`config.mk`:
```
export PLATFORM = sky130hd
export DESIGN_NAME = dmem_arbiter
export DESIGN_NICKNAME = d
export VERILOG_FILES = /design/src/rtl/dmem_arbiter.sv
export SDC_FILE = /design/constraint.sdc
export NUM_CORES = 1
export LEC_CHECK = 0
export ABC_AREA = 1
export CORE_ASPECT_RATIO = 0.5
export CORE_MARGIN = 2
export CORE_UTILIZATION = 31
export CTS_BUF_LIST = sky130_fd_sc_hd__clkbuf_8 sky130_fd_sc_hd__clkbuf_16
export CTS_CLUSTER_DIAMETER = 150
export DETAILED_ROUTE_END_ITERATION = 12
export HOLD_SLACK_MARGIN = 0.02
export PLACE_DENSITY = 0.83
export SYNTH_ARGS = -nofsm -noshare
export SYNTH_HDL_FRONTEND = slang
export SYNTH_SLANG_ARGS = --single-unit
```
`constraint.sdc`:
```
create_clock -name clk -period 1.6 [get_ports clk]
set_input_delay 0.16 -clock clk [delete_from_list [all_inputs] [get_ports clk]]
set_output_delay 0.16 -clock clk [all_outputs]
set_load 0.01 [all_outputs]
```
`src/rtl/dmem_arbiter.sv`:
```
// Two-port round-robin arbiter with locked bursts in front of a single-port data memory.
// Read data and error pulses are registered one cycle after the grant.
module dmem_arbiter #(
   parameter int DATA_W     = 32,
   parameter int ADDR_W     = 16,
   parameter int DMEM_DEPTH = 1024,
   parameter int MAX_BURST  = 4
) (
   input  logic              clk,
   input  logic              rst,
   input  logic              req0,
   input  logic              req1,
   input  logic              we0,
   input  logic              we1,
   input  logic              lock0,
   input  logic              lock1,
   input  logic [ADDR_W-1:0] addr0,
   input  logic [ADDR_W-1:0] addr1,
   input  logic [DATA_W-1:0] wdata0,
   input  logic [DATA_W-1:0] wdata1,
   output logic              gnt0,
   output logic              gnt1,
   output logic              rvalid0,
   output logic              rvalid1,
   output logic [DATA_W-1:0] rdata0,
   output logic [DATA_W-1:0] rdata1,
   output logic              err0,
   output logic              err1,
   output logic [ADDR_W-1:0] mem_a,
   output logic [DATA_W-1:0] mem_wd,
   output logic              mem_we,
   input  logic [DATA_W-1:0] mem_rd
);

   localparam int CNT_W = $clog2(MAX_BURST + 1);
   localparam logic [CNT_W-1:0] MAX_CNT = CNT_W'(MAX_BURST);
   localparam logic [ADDR_W:0] DEPTH = (ADDR_W + 1)'(DMEM_DEPTH);

   logic             rr_last;
   logic             lock_owner_valid;
   logic             lock_owner;
   logic [CNT_W-1:0] burst_cnt;

   logic in_range0;
   logic in_range1;
   logic lock_active;
   logic forced;
   logic gnt_lock;

   assign in_range0 = ({1'b0, addr0} < DEPTH);
   assign in_range1 = ({1'b0, addr1} < DEPTH);

   // The lock only counts while its owner keeps both req and lock asserted.
   assign lock_active = lock_owner_valid &&
                        (lock_owner ? (req1 && lock1) : (req0 && lock0));

   always_comb begin
      gnt0   = 1'b0;
      gnt1   = 1'b0;
      forced = 1'b0;
      if (!rst) begin
         if (req0 && req1) begin
            if (lock_active) begin
               if (burst_cnt < MAX_CNT) begin
                  gnt0 = !lock_owner;
                  gnt1 = lock_owner;
               end else begin
                  gnt0   = lock_owner;
                  gnt1   = !lock_owner;
                  forced = 1'b1;
               end
            end else begin
               gnt0 = rr_last;
               gnt1 = !rr_last;
            end
         end else begin
            gnt0 = req0;
            gnt1 = req1;
         end
      end
   end

   assign mem_a    = gnt1 ? addr1 : addr0;
   assign mem_wd   = gnt1 ? wdata1 : wdata0;
   assign mem_we   = (gnt0 && we0 && in_range0) || (gnt1 && we1 && in_range1);
   assign gnt_lock = gnt1 ? lock1 : lock0;

   always_ff @(posedge clk) begin
      if (rst) begin
         rr_last          <= 1'b1;
         lock_owner_valid <= 1'b0;
         lock_owner       <= 1'b0;
         burst_cnt        <= '0;
         rvalid0          <= 1'b0;
         rvalid1          <= 1'b0;
         err0             <= 1'b0;
         err1             <= 1'b0;
         rdata0           <= '0;
         rdata1           <= '0;
      end else begin
         rvalid0 <= 1'b0;
         rvalid1 <= 1'b0;
         err0    <= 1'b0;
         err1    <= 1'b0;
         if (gnt0) begin
            if (!in_range0) begin
               err0   <= 1'b1;
               rdata0 <= '0;
            end else if (!we0) begin
               rvalid0 <= 1'b1;
               rdata0  <= mem_rd;
            end
         end
         if (gnt1) begin
            if (!in_range1) begin
               err1   <= 1'b1;
               rdata1 <= '0;
            end else if (!we1) begin
               rvalid1 <= 1'b1;
               rdata1  <= mem_rd;
            end
         end

         // A grant below overrides this release when it opens a new burst.
         if (lock_owner_valid && !lock_active) begin
            lock_owner_valid <= 1'b0;
            burst_cnt        <= '0;
         end
         if (gnt0 || gnt1) begin
            rr_last <= gnt1;
            if (forced || !gnt_lock) begin
               lock_owner_valid <= 1'b0;
               burst_cnt        <= '0;
            end else if (lock_owner_valid && (lock_owner == gnt1)) begin
               if (burst_cnt < MAX_CNT) begin
                  burst_cnt <= burst_cnt + 1'b1;
               end
            end else begin
               lock_owner       <= gnt1;
               lock_owner_valid <= 1'b1;
               burst_cnt        <= CNT_W'(1);
            end
         end
      end
   end

endmodule

```
# [Word level (Yosys, flattened, before mapping)]
# Index checks and enable logic that the tools add are counted.
# W data, S select, Z words.
[totals] ff_bits=74 wordCells=80
[classes] add_sub_neg=1 magnitude_cmp=3 eq_ne=3 mux=33 bitwise_logic=6 n_reduce_logical=24
[ops] op="$mux W32" n=5
[ops] op="$lt A16 B11 Y1 const B" n=2
[ops] op="$mux W1" n=22
[ops] op="$mux W16" n=1
[ops] op="$mux W3" n=5
[ops] op="$logic_and A1 B1 Y1" n=10
[ops] op="$not A1 Y1" n=6
[ops] op="$reduce_or A3 Y1" n=2
[ops] op="$logic_not A1 Y1" n=4
[ops] op="$ne A2 B2 Y1 const B" n=2
[ops] op="$reduce_and A2 Y1" n=2
[ops] op="$reduce_or A2 Y1" n=2
[ops] op="$add A3 B1 Y3 const B" n=1
[ops] op="$logic_or A1 B1 Y1" n=3
[ops] op="$lt A3 B3 Y1 const B" n=1
[ops] op="$reduce_and A3 Y1" n=1
[ops] op="$eq A1 B1 Y1" n=1

# [Longest topological paths before layout]
# Gate-level depths: netlist (run 1).
[depth] depth_word=11 depth_mapped=13 ltp_nobuf=12

# [Worst setup path after synthesis (run 1)]
# OpenSTA, ideal clock, no wires.
[synth_path] path_type="register -> output" from="register lock_owner" to="output port mem_a[12]" arrival_ns=1.430 required_time_ns=1.440 path_slack_ns=0.010 path_stages_with_launch=12 path_buffers=2 cell_sequence="dfxtp_1 > inv_2 > nand3_1 > nand2_1 > nand3_2 > nand3_2 > nand2_2 > inv_1 > buf_2 > buf_2 > nand2_1 > nand2_1"
[synth_between] elab_chain_len=6
[synth_rtl] element="from (decl)" line_no="41" rtl="logic lock_owner;"
[synth_rtl] element="from (signal assigned)" line_no="139" rtl="lock_owner <= gnt1;"
[synth_rtl] element="$logic_not A1 Y1 / $mux W1 (equally long branches)" line_no="69, 55"
[synth_rtl] element="$mux W1 / $logic_and A1 B1 Y1 (equally long branches)" line_no="64, 54"
[synth_rtl] element="$mux W1 *" line_no="63" rtl="if (lock_active) begin"
[synth_rtl] element="$mux W1 *" line_no="62" rtl="if (req0 && req1) begin"
[synth_rtl] element="$mux W1 *" line_no="61" rtl="if (!rst) begin"
[synth_rtl] element="$mux W16 *" line_no="83" rtl="assign mem_a = gnt1 ? addr1 : addr0;"
[synth_rtl] element="to (decl)" line_no="29" rtl="output logic [ADDR_W-1:0] mem_a,"
# Every way passes the cells marked *; elsewhere a longest branch is shown, timed or not.

# [Final worst setup path (run 1)]
[layout_path] from="register lock_owner" to="register rdata1[31]"
[layout_between] elab_chain_len=6
[layout_rtl] element="$logic_not A1 Y1 / $mux W1 (equally long branches)" line_no="69, 55"
[layout_rtl] element="$mux W1 / $logic_and A1 B1 Y1 (equally long branches)" line_no="64, 54"
[layout_rtl] element="$mux W1 *" line_no="63"
[layout_rtl] element="$mux W1 *" line_no="62"
[layout_rtl] element="$mux W1 *" line_no="61"
[layout_rtl] element="$reduce_and A2 Y1 (no source line) *"
[layout_rtl] element="to (signal assigned)" line_no="120" rtl="rdata1 <= mem_rd;"
[layout_rtl] element="to (decl)" line_no="26" rtl="output logic [DATA_W-1:0] rdata1,"
# Marked as above.
# A chain may end at the register's enable or synchronous reset.

==> impl_metrics.env, run 1 <==
export IMPL_rows=27
export IMPL_clk_insertion_delay_late_ns=0.34
export IMPL_postSynthNetCount=660
export IMPL_hold_path_class="input pin to flop"
export IMPL_tightest_slew_ns=0.931
export IMPL_final_fill_count=650
export IMPL_synth_enable_flop_cells=0
export IMPL_setup_slack_ns=-0.538
export IMPL_dieHeight_um=79.1
export IMPL_postSynth_asyncResetShare_pct=0
export IMPL_max_cap_violations=0
export IMPL_grt_max_degree=68
export IMPL_setup_worst_path_start_class="flop"
export IMPL_crit_path_frequent_cell="sky130_fd_sc_hd__nand3_4"
export IMPL_fmax_mhz=468
export IMPL_cts_root_to_sink_buffers=2
export IMPL_route_vias_total=5338
export IMPL_first_global_vias=5074
export IMPL_final_core_utilization_pct=75.6
export IMPL_critPathRequiredTime_ns=1.86
export IMPL_cts_tree="built"
export IMPL_hpwl_um=10800
export IMPL_critical_path_endpoint_type="flop"
export IMPL_routabilityCongestion=0.893
export IMPL_synth_seq_area_share_pct=42.4
export IMPL_finish_net_count=978
export IMPL_ff_latch_area_um2=1490
export IMPL_power_density_over_cell_area_nw_per_um2=650
export IMPL_final_hold_violation_count=0
export IMPL_hold_worst_slack_ns=0.331
export IMPL_violations="negative setup slack"
export IMPL_boundaryPins=255
export IMPL_drt_vias_per_instance=5.39
export IMPL_core_area_um2=11000
export IMPL_initial_utilization_pct=31.8
export IMPL_slowest_stage="sky130_fd_sc_hd__dfxtp_4"
export IMPL_worst_path_dominant_cell_family="simple AND/OR/NAND/NOR gates"
export IMPL_area_used_by_multi_input_combinational_logic_um2=2620
export IMPL_slew_viol_final=0
export IMPL_met3WireLength_um=1900
export IMPL_synth_cells_most_frequent="sky130_fd_sc_hd__nand2_1, sky130_fd_sc_hd__dfxtp_1, sky130_fd_sc_hd__a21oi_1"
export IMPL_synth_cell_area_um2=3490
export IMPL_route_top_layer_used="met4"
export IMPL_critical_path_max_fanout=8
export IMPL_crit_buf_inv=5
export IMPL_clkTransAtPathRegs_ns=0.07
export IMPL_postSynthCellCount=523
export IMPL_path_class="flop to flop"
export IMPL_detail_route_iter0_violations=467
export IMPL_metal_1_wl_um=7940
export IMPL_ys_types=28
export IMPL_critical_path_arrival_ns=2.40
export IMPL_ys_seq_elements=74
export IMPL_grt_first_pass_wirelength_um=28400
export IMPL_synthFlopType="sky130_fd_sc_hd__dfxtp_1"
export IMPL_clock_skew_after_layout_ns=0.0110
export IMPL_cts_htree_levels=3
export IMPL_slew_headroom_pct=37.9
export IMPL_syn_to_final_growth_pct=138
export IMPL_detail_route_wl_per_cell_um=22.1
export IMPL_drt_drc_violations_left=0
export IMPL_timing_critical_path_slowest_cell_delay_ns=0.37
export IMPL_run_status="complete, but fails checks"
export IMPL_met2WireLength_um=10700
export IMPL_power_total_mw=5.40
export IMPL_groute_usage_overall_pct=30.7
export IMPL_static_leakage_power_nw=3.62
export IMPL_cts_buffers=9
export IMPL_route_final_wire_length_um=21900
export IMPL_yosysMostFrequentCell="sky130_fd_sc_hd__nand2_1"
export IMPL_postCtsHoldBufs=0
export IMPL_setup_viol_count_final=121
export IMPL_finalWorstPathRequiredPeriod_ns=2.14
export IMPL_port_buffers=254
export IMPL_final_min_period_over_clock_period_pct=134
export IMPL_dr_pass1_iters=6
export IMPL_syn_avg_cell_area_um2=6.68
export IMPL_share_of_the_synthesized_area_in_the_top_cell_type_pct=42.4
export IMPL_final_layout_size_suffix_gt1_share_pct=40.9
export IMPL_post_synth_top_area_cell="sky130_fd_sc_hd__dfxtp_1"
export IMPL_cts_num_sinks=74
export IMPL_irDropWorstVdd_uv=725
export IMPL_rsz0062_at_grt="true"
export IMPL_ctsRootBufferMaster="sky130_fd_sc_hd__clkbuf_16"
export IMPL_chip_width_um=154
export IMPL_synth_top_cells_by_area="sky130_fd_sc_hd__dfxtp_1, sky130_fd_sc_hd__nand2_1, sky130_fd_sc_hd__a21oi_1"
export IMPL_floorplan_die_area_um2=12200
export IMPL_timing_reg2reg_setup_slack_ns=-0.54
export IMPL_postRouteAntennaNets=0
export IMPL_global_route_overflow_total=0
export IMPL_antenna_violations_before_repair=0
export IMPL_synth_yosys_warnings=0
export IMPL_antenna_diode_count=0
export IMPL_crit_path_cell_trace="inv_6 > nand3_4 > nand2_4 > nand3_4 > nand3_4 > nand2_8 > buf_12 > buf_16 > nor3_4 > buf_6 > buf_12 > nand2_1 > a21oi_2"
==> logic make-up after synthesis <==
logic type / share of synthesized area, %
AND/OR/NAND/NOR: 39.1
flip-flops: 42.4
AO/OA/AOI/OAI: 11.7
buffers and inverters: 6.48
adder cells (fa/ha/maj): 0.358
==> registers in the layout, summed over array words and instances, names as in the netlist <==
| signal | cells |
|---|---|
| rdata0 | 32 |
| rdata1 | 32 |
| burst_cnt | 3 |
| err0 | 1 |
| err1 | 1 |
| lock_owner | 1 |
| lock_owner_valid | 1 |
| rr_last | 1 |
| rvalid0 | 1 |
| rvalid1 | 1 |
==> per-layer routing <==
layer	vias up	GRT usage (%)
li1	2293	-
met1	2519	33.7
met2	398	54.2
met3	128	9.01
met4	0	17.0
met5	-	0
==> area by class of cell <==
cell class | instances | share of cell area, %
clock buffers | 11 | 3.04
clock inverters | 5 | 0.558
inverters | 14 | 0.904
multi-input cells | 404 | 31.5
flip-flops and latches | 74 | 17.9
well taps | 145 | 2.19
repair buffers | 338 | 43.9
==> worst reg2reg max path: cells and delay by family, from the launching register on <==
kind | cells | cell delay (ns)
AOI/OAI and AO/OA | 1 | 0.18
and+or+nand+nor | 7 | 0.80
DFF | 1 | 0.37
buffers and inverters | 5 | 0.72
==> through the flow <==
stage                     TNS, ns  cells  cell area (um2)  worst slack [ns]
after floorplan                 0    523             3490            0.0104
after global placement     -68.37    930             6400            -0.741
after detailed placement   -74.07    930             6400            -0.786
after CTS                  -37.72    993             7680            -0.409
after global routing       -57.96    991             8300            -0.577
final                      -48.28    991             8300            -0.538
==> where the power goes <==
group,internal [mW],switching (mW),leakage [nW]
combinational,0.785,0.682,2.87
clock,1.27,0.785,0.159
sequential,1.86,0.0154,0.598
==> path summary, 6_finish.rpt <==
| path | depth (start not counted) | startpoint | to |
|---|---|---|---|
| min | 5 | rst | rr_last$_SDFFE_PP1N_ |
| max | 13 | lock_owner$_SDFFE_PP0P_ | rdata1[31]$_SDFFE_PP0P_ |
| max reg2reg | 13 | lock_owner$_SDFFE_PP0P_ | rdata1[31]$_SDFFE_PP0P_ |
| min reg2reg | 2 | rdata0[20]$_SDFFE_PP0P_ | rdata0[20]$_SDFFE_PP0P_ |
==> cells in the final DEF, fill, tap and decap left out, drive strengths merged, types with 3 or more instances in the layout <==
cell type,count
dlymetal6s2s,3
inv,16
buf,135
nand3,16
dfxtp,74
clkbuf,12
nand2,296
nor2,12
a21oi,67
clkdlybuf4s50,198
nand4,3
==> what timing repair did <==
action                                  4_1_cts  5_1_grt
gates cloned                                 18        1
endpoints found under the setup margin      120      123
buffers inserted                             33        8
hold endpoints to repair                      0        0
gates resized for setup                     359      183
pin swaps                                    24       44
No activity file was read; power rests on OpenSTA's default activity.
==> inputs of run 2 (changes only) <==
--- a/config.mk
+++ b/config.mk
@@ -14,6 +14,7 @@
 export DETAILED_ROUTE_END_ITERATION = 12
 export HOLD_SLACK_MARGIN = 0.02
 export PLACE_DENSITY = 0.83
+export SLEW_MARGIN = 20
 export SYNTH_ARGS = -nofsm -noshare
 export SYNTH_HDL_FRONTEND = slang
 export SYNTH_SLANG_ARGS = --single-unit
==> results of run 2 <==
The final DEF is identical to that of run 1; final timing and power are the same.
==> inputs of run 3 (changes only) <==
--- a/config.mk
+++ b/config.mk
@@ -14,7 +14,6 @@
 export DETAILED_ROUTE_END_ITERATION = 12
 export HOLD_SLACK_MARGIN = 0.02
 export PLACE_DENSITY = 0.83
-export SLEW_MARGIN = 20
 export SYNTH_ARGS = -nofsm -noshare
 export SYNTH_HDL_FRONTEND = slang
 export SYNTH_SLANG_ARGS = --single-unit
==> results of run 3 <==
The final DEF is identical to that of run 1; final timing and power are the same.
